## src/rtl/mio_bus_pkg.sv

```systemverilog
// Shared types and constants for the memory/IO bus responder.
// Covers the FSM states, the decoded address regions and the address-map base nibbles.
package mio_bus_pkg;

    typedef enum logic [1:0] {
        ST_IDLE   = 2'd0,
        ST_ACCESS = 2'd1,
        ST_DONE   = 2'd2
    } state_t;

    typedef enum logic [2:0] {
        RGN_RAM  = 3'd0,
        RGN_SEG  = 3'd1,
        RGN_GPIO = 3'd2,
        RGN_CNT  = 3'd3,
        RGN_NONE = 3'd4
    } region_t;

    localparam logic [3:0] BASE_RAM = 4'h0;
    localparam logic [3:0] BASE_SEG = 4'hE;
    localparam logic [3:0] BASE_IO  = 4'hF;

    localparam logic [3:0] IO_WAIT = 4'd1;

endpackage

```

## src/rtl/mio_addr_decode.sv

```systemverilog
// Combinational address decoder: top address nibble plus addr[2] select the target region.
module mio_addr_decode
    import mio_bus_pkg::*;
(
    input  logic [3:0] base,
    input  logic       cnt_sel,
    output region_t    region
);

    always_comb begin
        region = RGN_NONE;
        case (base)
            BASE_RAM: region = RGN_RAM;
            BASE_SEG: region = RGN_SEG;
            BASE_IO:  region = cnt_sel ? RGN_CNT : RGN_GPIO;
            default:  region = RGN_NONE;
        endcase
    end

endmodule

```

## src/rtl/mio_bus_responder.sv

```systemverilog
// Slave side of the CPU_MIO/MIO_ready handshake: latches one request, waits, then
// completes it with a registered MIO_ready pulse and at most one write strobe.
module mio_bus_responder
    import mio_bus_pkg::*;
#(
    parameter int unsigned RAM_WAIT = 2,
    parameter int unsigned RAM_AW   = 10
)
(
    input  logic              clk,
    input  logic              rst,
    input  logic              CPU_MIO,
    input  logic              mem_w,
    input  logic [31:0]       addr_bus,
    input  logic [31:0]       Data_out,
    output logic [31:0]       Data_in,
    output logic              MIO_ready,
    output logic [RAM_AW-1:0] ram_addr,
    output logic [31:0]       ram_din,
    output logic              ram_we,
    input  logic [31:0]       ram_dout,
    output logic              gpio_we,
    output logic              seg_we,
    output logic              counter_we,
    output logic [31:0]       io_wdata,
    input  logic [15:0]       sw_in,
    input  logic [31:0]       counter_out
);

    localparam logic [3:0] RAM_WAIT_C = 4'(RAM_WAIT);

    state_t      state;
    region_t     dec_region;
    region_t     lat_region;
    logic        lat_we;
    logic [31:0] lat_data;
    logic [3:0]  wait_cnt;
    logic [31:0] rd_data;

    // Only the region nibble, addr[2] and the RAM word index take part in decoding.
    logic unused_addr_bits;
    assign unused_addr_bits = ^{addr_bus[31:RAM_AW+2], addr_bus[1:0]};

    mio_addr_decode u_decode (
        .base    (addr_bus[31:28]),
        .cnt_sel (addr_bus[2]),
        .region  (dec_region)
    );

    assign ram_din  = lat_data;
    assign io_wdata = lat_data;

    always_comb begin
        rd_data = '0;
        case (lat_region)
            RGN_RAM:           rd_data = ram_dout;
            RGN_SEG, RGN_GPIO: rd_data = {16'h0, sw_in};
            RGN_CNT:           rd_data = counter_out;
            default:           rd_data = '0;
        endcase
    end

    always_ff @(posedge clk) begin
        if (rst) begin
            state      <= ST_IDLE;
            wait_cnt   <= '0;
            lat_region <= RGN_NONE;
            lat_we     <= 1'b0;
            lat_data   <= '0;
            ram_addr   <= '0;
            Data_in    <= '0;
            MIO_ready  <= 1'b0;
            ram_we     <= 1'b0;
            gpio_we    <= 1'b0;
            seg_we     <= 1'b0;
            counter_we <= 1'b0;
        end else begin
            // Completion pulse and strobes are registered and last a single cycle.
            MIO_ready  <= 1'b0;
            ram_we     <= 1'b0;
            gpio_we    <= 1'b0;
            seg_we     <= 1'b0;
            counter_we <= 1'b0;
            case (state)
                ST_IDLE: begin
                    if (CPU_MIO) begin
                        lat_we     <= mem_w;
                        lat_data   <= Data_out;
                        ram_addr   <= addr_bus[RAM_AW+1:2];
                        lat_region <= dec_region;
                        wait_cnt   <= (dec_region == RGN_RAM) ? RAM_WAIT_C : IO_WAIT;
                        state      <= ST_ACCESS;
                    end
                end
                ST_ACCESS: begin
                    wait_cnt <= wait_cnt - 4'd1;
                    if (wait_cnt == 4'd1) begin
                        if (!lat_we) begin
                            Data_in <= rd_data;
                        end
                        MIO_ready  <= 1'b1;
                        ram_we     <= lat_we && (lat_region == RGN_RAM);
                        gpio_we    <= lat_we && (lat_region == RGN_GPIO);
                        seg_we     <= lat_we && (lat_region == RGN_SEG);
                        counter_we <= lat_we && (lat_region == RGN_CNT);
                        state      <= ST_DONE;
                    end
                end
                ST_DONE: begin
                    state <= ST_IDLE;
                end
                default: begin
                    state <= ST_IDLE;
                end
            endcase
        end
    end

endmodule
```

## config.mk

```make
export PLATFORM = sky130hd
export DESIGN_NAME = mio_bus_responder
export DESIGN_NICKNAME = d
export VERILOG_FILES = /design/src/rtl/mio_bus_pkg.sv /design/src/rtl/mio_addr_decode.sv /design/src/rtl/mio_bus_responder.sv
export SDC_FILE = /design/constraint.sdc
export NUM_CORES = 1
export LEC_CHECK = 0
export BUFFER_PORTS_ARGS = -buffer_cell sky130_fd_sc_hd__buf_4
export CAP_MARGIN = 20
export CELL_PAD_IN_SITES_DETAIL_PLACEMENT = 0
export CELL_PAD_IN_SITES_GLOBAL_PLACEMENT = 1
export CORE_MARGIN = 2
export CORE_UTILIZATION = 33
export CTS_CLUSTER_SIZE = 24
export DETAILED_ROUTE_END_ITERATION = 10
export PLACE_DENSITY_LB_ADDON = 0.2
export RECOVER_POWER = 50
export SLEW_MARGIN = 20
export SYNTH_ARGS = -nofsm -noshare
export SYNTH_HDL_FRONTEND = slang
export SYNTH_SLANG_ARGS = --single-unit
```

## constraint.sdc

```tcl
create_clock -name clk -period 3 [get_ports clk]
set_input_delay 0.3 -clock clk [delete_from_list [all_inputs] [get_ports clk]]
set_output_delay 0.3 -clock clk [all_outputs]
set_load 0.01 [all_outputs]
```

==> metrics.txt, run 1 <==
vias in the first global route=3909; distinct cell type count after synthesis=38; unrepaired setup endpoints after global routing=no; Clock Path Buffers=2; Clock transition at path regs=around 0.06 ns; ys flop type=dfxtp_1; WHS Path Cells=3; RR Endpoint=Data_in[0]$_SDFFE_PP0P_; kind of critical path=flop to flop; sequential cell area=1784 um^2; Syn Nets=662; Die Y=approximately 120 um; CTS H-tree lvls=3; cts repair resizes=0; Final Max Tran Viols=0; Post-layout nets=840; Syn-to-layout area delta=34.70%; Syn Area/Cell=8.746 um^2; CTS Buf Count=9; synth warn=0; # rows=42; Detail Route Antenna Nets=0; Pleak=2.252 nW; outcome=completed; fin util=45.55%; routability congestion estimate=0.7299; share of post-route cells with drive strength above 1=29.93%; Arr. time, crit path=about 2.3 ns; Final setup viols=0; number of flops mapped to enable cells by yosys=0; Detail Placement HPWL=9033 um; post-CTS setup buffers=0; TNS Setup=0 ns; critical path endpoint=Data_in[0]$_SDFFE_PP0P_; core footprint=13240 um^2; Hold Crit Class=input pin to flop; Power per Cell Area=around 500 nW/um^2; die area=14520 um^2; Die X=120.5 um; ANT cells=0; Max-Cap Viols=0; initial antenna violation count=0; r2r startpoint=wait_cnt[0]$_SDFFE_PP0P_; Startpoint Class=flop; largest net degree at the start of global routing=54; # DRC=0; via count=4146; Port Buf Inserts=240; Worst slew margin=~32%; Final Skew=0.006306 ns; Yosys top cell by area=dfxtp_1; final hold vios=0; first-pass GRT wire length=19450 um; Post-synth top cells=90 x nand2_1, 89 x dfxtp_1, 66 x a21oi_1; Global Route Usage Sum=16.66%; Reg2Reg Depth=4; number of synthesized register bits=between 80 and 90; final worst path period share=between 60 and 70%; fill count=~1400; footprint of the multi-input gates=2168 um^2; Clock Sinks=89; DR pass1 iterations=4; Routed Wire Length=12550 um; Mapped Cells=approximately 510; Highest Clock Rate=just under 0.5 GHz; maximum VDD drop=0.0002800 V; worst-skew pair later-pin latency=0.33 ns; count leader, synth=nand2_1; Ports=259; Seq/Total Area, Yosys=39.79%; crit path max fanout=16; Worst Setup SP=wait_cnt[0]$_SDFFE_PP0P_; post-synth top area share=39.79%; crit path capture type=flop; Clk Tree Root Cell=clkbuf_16; Synth async-reset ratio=0%; CTS tree=done; Vias/cell=4.760; Mapped Area=about 4500 um^2; initial core utilization=33.82%; drt wl/cell=approximately 14 um; reg-to-reg slack, setup=0.96 ns; WP data required=3.23 ns; Worst-Margin Slew=1.019 ns; fin crit period=2.043 ns; global route overflow=0; Starting DRT DRC Count=~180; hold-fix buffer count after cts=0; ranking of synthesized cells by area=dfxtp_1 40%, nand2_1 7.5%, a21oi_1 7.4%; total power after layout=approximately 3.0 mW
==> registers in the layout, indices dropped and copies added, names as in the netlist, 2 cells and up <==
| signal | cells |
|---|---|
| ram_addr | 10 |
| lat_region | 3 |
| state | 2 |
| io_wdata | 32 |
| wait_cnt | 4 |
| Data_in | 32 |
==> worst min path at each step <==
stage	from	end	slack, ns
6_report	Data_out[2]	io_wdata[2]$_SDFFE_PP0P_	0.21
5_1_grt	Data_out[2]	io_wdata[2]$_SDFFE_PP0P_	0.20
4_1_cts	Data_out[17]	io_wdata[17]$_SDFFE_PP0P_	0.19
3_5_place_dp	ram_addr[4]$_SDFFE_PP0P_	ram_addr[4]$_SDFFE_PP0P_	0.45
3_3_place_gp	ram_addr[5]$_SDFFE_PP0P_	ram_addr[5]$_SDFFE_PP0P_	0.44
2_1_floorplan	mem_w	lat_we$_SDFFE_PP0P_	0.44
==> cells in the final DEF, fill, tap and decap left out, types with 2 or more instances in the layout <==
| cell | instances |
|---|---|
| clkinvlp_4 | 2 |
| mux2_2 | 16 |
| nand2b_1 | 6 |
| dfxtp_2 | 2 |
| a2111o_1 | 16 |
| clkbuf_16 | 9 |
| o32ai_1 | 6 |
| o31ai_1 | 2 |
| clkbuf_1 | 102 |
| nand2_1 | 90 |
| nand3_1 | 18 |
| nor2b_1 | 3 |
| mux2i_1 | 32 |
| ha_1 | 2 |
| o32ai_2 | 9 |
| a21oi_1 | 66 |
| nor3b_1 | 3 |
| nor2_1 | 2 |
| inv_1 | 20 |
| dfxtp_1 | 87 |
| buf_4 | 146 |
| nor3_1 | 4 |
| or3b_2 | 18 |
| bufinv_16 | 2 |
| o21ai_0 | 17 |
==> area by class of cell <==
class / instances / area share (%)
repair buffers: 246 / 24.39
well taps: 176 / 3.651
multi-input cells: 324 / 35.95
clock inverters: 5 / 1.328
flip-flops and latches: 89 / 29.58
clock buffers: 11 / 3.858
inverters: 20 / 1.245
==> where the power goes <==
| part | leakage [nW] | switching, mW | total (mW) | internal [mW] |
|---|---|---|---|---|
| Combinational | 1.38 | 0.287 | 0.543 | 0.256 |
| Sequential | 0.726 | 0.0595 | 1.30 | 1.24 |
| Clock | 0.146 | 0.455 | 1.18 | 0.729 |
| Total | 2.25 | 0.802 | 3.03 | 2.23 |
==> worst max-delay path, cell delays in order (launching register included) <==
cell	delay, ns
dfxtp_1	0.40
ha_1	0.17
or3b_2	0.54
or4_4	0.66
o32ai_1	0.18
==> routing by layer <==
layer,track usage (%),share of wire (%),vias up
li1,-,-,2108
met5,0,0,-
met3,3.491,5.9,11
met2,28.74,48,132
met1,20.48,45,1895
met4,5.887,1.3,0
==> logic make-up after synthesis <==
| family | count (synthesis) | synth area share (%) |
|---|---|---|
| buf+inv | 99 | 11.90 |
| mux | 48 | 11.18 |
| simple gates | 152 | 16.93 |
| compound gates | 122 | 19.64 |
| fa+ha+maj | 2 | 0.5587 |
| flops | 89 | 39.79 |
==> stage by stage <==
step	setup slack, ns	instance area [um^2]	std cells	hold slack, ns
2_1_floorplan	1.080	4478	512	0.4360
3_3_place_gp	1.012	6095	855	0.4435
3_5_place_dp	0.9464	6095	855	0.4509
4_1_cts	0.9336	6407	871	0.1940
5_1_grt	0.8445	6032	871	0.1999
6_report	0.9571	6032	871	0.2075
Note: power is estimated with default switching activity, not from simulation.
==> inputs of run 2 (changes only) <==
- CORE_UTILIZATION: 33 -> 28
- clock period: 3 -> 1.6 ns (I/O delays scaled with it)
==> run 2 against run 1 <==
The flow now finishes with violations (setup timing). Largest cell class unchanged. Cell area up 7.0%. Largest power group unchanged. Sequential share of layout area is 1.9 points lower. Final cell count grew 6.9%. Non-clock buffer count rose by 19. Fmax up 19%.
==> metrics.txt, run 2 (same netlist as run 1, synthesis figures left out) <==
outcome=complete, but fails checks; failing checks=setup timing; Vias/cell=between 4 and 5; RR Endpoint=Data_in[8]$_SDFFE_PP0P_; drt wl/cell=about 15 um; reg-to-reg slack, setup=-0.12 ns; fin util=40.92%; kind of critical path=flop to flop; final hold vios=0; crit path capture type=flop; Clock Sinks=89; Clk Tree Root Cell=clkbuf_16; maximum VDD drop=0.0004251 V; Syn-to-layout area delta=44.12%; vias in the first global route=approximately 4000; Pint=a little over 4 mW; Reg2Reg Depth=5; Power per Cell Area=between 800 and 900 nW/um^2; commonest non-fill, non-tap cell in the layout=buf_4; Post-layout nets=860; Worst-Margin Slew=0.5873 ns; placed cell count=912; WHS Path Cells=3; Psw=about 1.5 mW; final instance area=around 6500 um^2; global route overflow=0; DR pass1 iterations=4; fill count=1689; crit path max fanout=8; ANT cells=0; hold-fix buffer count after cts=0; CP max-delay cell=or4_4; crit path cell chain=inv_2 -> ha_4 -> or3b_4 -> or4_4 -> o32ai_2; CP top delay family=simple AND/OR/NAND/NOR gates; Detail Placement HPWL=9411 um; power share of the clock group=36.4%; initial antenna violation count=0; fin crit period=roughly 1.7 ns; final setup margin=-0.1185 ns; Die X=130.5 um; most frequent cells in the layout=177 x buf_4, 90 x nand2_1, 85 x dfxtp_1; core footprint=15770 um^2; Startpoint Class=flop; Worst slew margin=between 60% and 70%; total power after layout=5.696 mW; Highest Clock Rate=0.5819 GHz; die area=17020 um^2; CTS H-tree lvls=3; Routed Wire Length=roughly 14000 um; Final setup viols=35; Comb power frac=21.2%; Max-Cap Viols=0; r2r startpoint=wait_cnt[1]$_SDFFE_PP0P_; Hold Crit Class=input pin to flop; placed inst area=6341 um^2; CTS Buf Count=9; worst-skew pair later-pin latency=0.34 ns; number of buffers and inverters on the critical path=1; Ports=259; CP peak stage delay=~0.59 ns; Final Skew=0.005303 ns; Clock transition at path regs=0.06 ns; Die Y=130.5 um; first-pass GRT wire length=20270 um; final worst path period share=107.4%; Clock Path Buffers=2; share of post-route cells with drive strength above 1=36.36%; Sequential Power Share=42.3%; # rows=46; Starting DRT DRC Count=between 150 and 200; via count=4268; unrepaired setup endpoints after global routing=yes; Sw Ratio=27.18%; initial core utilization=28.40%; Arr. time, crit path=1.97 ns; Global Route Usage Sum=between 15 and 20%; CTS tree=done; Port Buf Inserts=240; # DRC=0; pre-CTS setup slack=-0.2057 ns; Detail Route Antenna Nets=0; post-route insts no fill=931; routability congestion estimate=0.7373; critical path depth=5; Worst Setup SP=wait_cnt[1]$_SDFFE_PP0P_; WP data required=1.85 ns; Final Max Tran Viols=0; Pleak=2.482 nW; largest net degree at the start of global routing=87; critical path endpoint=Data_in[8]$_SDFFE_PP0P_
==> run 2: worst min-delay path by stage <==
| stage | end | from |
|---|---|---|
| 2_1_floorplan | lat_we$_SDFFE_PP0P_ | mem_w |
| 3_3_place_gp | io_wdata[1]$_SDFFE_PP0P_ | Data_out[1] |
| 5_1_grt | io_wdata[7]$_SDFFE_PP0P_ | Data_out[7] |
| 3_5_place_dp | io_wdata[9]$_SDFFE_PP0P_ | Data_out[9] |
| 6_report | io_wdata[0]$_SDFFE_PP0P_ | Data_out[0] |
| 4_1_cts | io_wdata[28]$_SDFFE_PP0P_ | Data_out[28] |
==> run 2: routing by layer <==
metal	wire length, um	share of wire [%]	vias up	GRT usage [%]
met2	6833	50	126	25.19
met4	180	1.3	0	5.507
met3	772	5.6	11	3.094
met1	5896	43	1978	19.40
li1	-	-	2153	-
met5	0	0	-	0
==> run 2: final cells by class <==
cell class              instances  area [um^2]  share of cell area (%)
inverters                      20        75.07                   1.163
clock inverters                 1        7.507                  0.1163
repair buffers                265         1769                   27.41
clock buffers                  15        287.8                   4.459
well taps                     216        270.3                   4.188
multi-input cells             325         2257                   34.97
flip-flops and latches         89         1787                   27.69
==> run 2: power groups by stage <==
| stage | clock, mW | sequential, mW | combinational, mW |
|---|---|---|---|
| 6_report | 2.07 | 2.41 | 1.21 |
| 3_5_place_dp | 0 | 2.46 | 1.25 |
| 5_1_grt | 2.25 | 2.42 | 1.34 |
| 3_3_place_gp | 0 | 2.45 | 1.23 |
| 2_1_floorplan | 0 | 2.48 | 0.655 |
| 4_1_cts | 2.16 | 2.41 | 1.27 |
==> run 2: per-stage QoR <==
| step | hold WS (ns) | setup TNS [ns] |
|---|---|---|
| after global routing | 0.05034 | -5.528 |
| after floorplan | 0.2960 | -3.162 |
| final | 0.06163 | -2.882 |
| after detailed placement | 0.4169 | -3.949 |
| after global placement | 0.4075 | -3.056 |
| after CTS | 0.04909 | -2.633 |
==> run 2: timing repair <==
| item | CTS | global route |
|---|---|---|
| cloned | 1 | 1 |
| setup endpoints to repair | 36 | 36 |
| pin swaps | 17 | 3 |
| gates resized for setup | 10 | 5 |
| setup buffers | 1 | 0 |
==> run 2: tightest hold or removal path, stage by stage <==
cell	delay, ns
buf_4	0.11
nand2_1	0.04
a21oi_1	0.05
==> inputs of run 3 (changes only) <==
- SETUP_SLACK_MARGIN: default -> 0.05
==> run 3 against run 2 <==
The flow still finishes with violations (setup timing). Fmax increased by 1.3%. Clock-buffer cell count shrank 1. Non-clock buffer count shrank 1. Die area unchanged. Sequential cell count did not move. Clock power shrank 7%. Cell area up 0.21%. Critical endpoint is now Data_in[4]$_SDFFE_PP0P_.
==> metrics.txt, run 3 (same netlist as run 1, synthesis figures left out) <==
fin util=between 40% and 50%; Clock Path Buffers=2; crit path capture type=flop; commonest non-fill, non-tap cell in the layout=buf_4; final setup margin=-0.09652 ns; unrepaired setup endpoints after global routing=yes; Starting DRT DRC Count=196; Clock transition at path regs=0.06 ns; maximum VDD drop=0.0003812 V; Final Skew=0.004802 ns; reg-to-reg slack, setup=-0.1 ns; Reg2Reg Depth=5; TNS Setup=-1.633 ns; Hold Crit Class=input pin to flop; Startpoint Class=flop; initial antenna violation count=0; Power per Cell Area=863.2 nW/um^2; ANT cells=0; Die X=130.5 um; # DRC=0; Detail Route Antenna Nets=0; final worst path period share=106.0%; most frequent cells in the layout=175 x buf_4, 90 x nand2_1, 85 x dfxtp_1, 85 x clkbuf_1, 65 x a21oi_1; core footprint=about 16000 um^2; Worst-Margin Slew=0.4698 ns; Pleak=2.472 nW; Ports=259; kind of critical path=flop to flop; Highest Clock Rate=around 0.59 GHz; Final Max Tran Viols=0; placed inst area=6341 um^2; CTS Buf Count=9; Max-Cap Viols=0; final instance area=between 6000 and 7000 um^2; worst-skew pair later-pin latency=0.33 ns; WHS Path Cells=3; crit path max fanout=8; # rows=46; largest net degree at the start of global routing=87; total power after layout=5.583 mW; fill count=1665; Die Y=130.5 um; Detail Placement HPWL=9985 um; Hold Startpoint=Data_out[4]; failing checks=setup timing; routability congestion estimate=0.7961; Final setup viols=35; vias in the first global route=4082; CTS tree=done; Port Buf Inserts=240; DR pass1 iterations=4; fin crit period=around 1.7 ns; Routed Wire Length=about 14000 um; global route overflow=0; Clock Sinks=89; outcome=complete, but fails checks; RR Endpoint=Data_in[4]$_SDFFE_PP0P_; share of post-route cells with drive strength above 1=between 30% and 40%; hold slack=between 0.07 and 0.08 ns; CTS H-tree lvls=3; Syn-to-layout area delta=44.43%; Arr. time, crit path=1.94 ns; final hold vios=0; via count=4308; WP data required=1.84 ns; initial core utilization=28.40%; Clk Tree Root Cell=clkbuf_16; drt wl/cell=~15 um; r2r startpoint=wait_cnt[1]$_SDFFE_PP0P_; first-pass GRT wire length=20360 um; die area=around 17000 um^2; Worst slew margin=68.68%; Global Route Usage Sum=15.23%; Post-layout nets=between 800 and 900; Vias/cell=4.642; Worst Hold Path EP=io_wdata[4]$_SDFFE_PP0P_
[run 3: cell count changes in the layout (fill, tap and decap cells not counted), sizes merged]
cell / delta
buf: -2
clkinvlp: -1
[run 3: worst max path at each step]
stage	to	depth (start not counted)	slack, ns	from
finish	Data_in[4]$_SDFFE_PP0P_	5	-0.1	wait_cnt[1]$_SDFFE_PP0P_
detailed placement	Data_in[4]$_SDFFE_PP0P_	5	-0.18	wait_cnt[1]$_SDFFE_PP0P_
global route	seg_we$_SDFF_PP0_	6	-0.16	wait_cnt[1]$_SDFFE_PP0P_
global placement	Data_in[5]$_SDFFE_PP0P_	5	-0.14	wait_cnt[1]$_SDFFE_PP0P_
floorplan	Data_in[6]$_SDFFE_PP0P_	7	-0.19	wait_cnt[1]$_SDFFE_PP0P_
CTS	Data_in[10]$_SDFFE_PP0P_	5	-0.06	wait_cnt[1]$_SDFFE_PP0P_
[run 3: power breakdown]
group	internal, mW	switching (mW)
combinational	0.617	0.625
sequential	2.33	0.0845
clock	1.12	0.807
[run 3: worst max-delay path, stage by stage (launching register included)]
cell and delay [ns]:
dfxtp_2 0.32, inv_2 0.07, ha_4 0.11, or3b_4 0.40, or4_4 0.54, o32ai_4 0.15
[run 3: cell type report]
cell class	instances	area (um^2)	share of cell area, %
Tap cell	216	270.3	4.179
Clock buffer	14	264.0	4.082
Sequential cell	89	1792	27.70
Multi-Input combinational cell	325	2300	35.56
Inverter	20	75.07	1.161
Timing Repair Buffer	264	1767	27.32
[run 3: metrics by stage]
step	instances	setup WS [ns]
finish	928	-0.09652
global route	928	-0.1579
CTS	929	-0.05705
detailed placement	912	-0.1814
global placement	912	-0.1425
floorplan	512	-0.1892
[run 3: repair_timing]
item	CTS	global route
pin swaps	9	10
hold buffers	0	0
gates resized for setup	14	11
endpoints found under the setup margin	37	81
gates cloned	1	1
setup buffers	2	1
[run 3: routing by layer]
| metal | share of wire, % | GRT usage (%) | vias to the layer above |
|---|---|---|---|
| met1 | 42 | 17.83 | 2004 |
| met4 | 2.2 | 6.133 | 0 |
| met3 | 6.1 | 3.542 | 21 |
| li1 | - | - | 2145 |
| met5 | 0 | 0 | - |
| met2 | 50 | 26.95 | 138 |
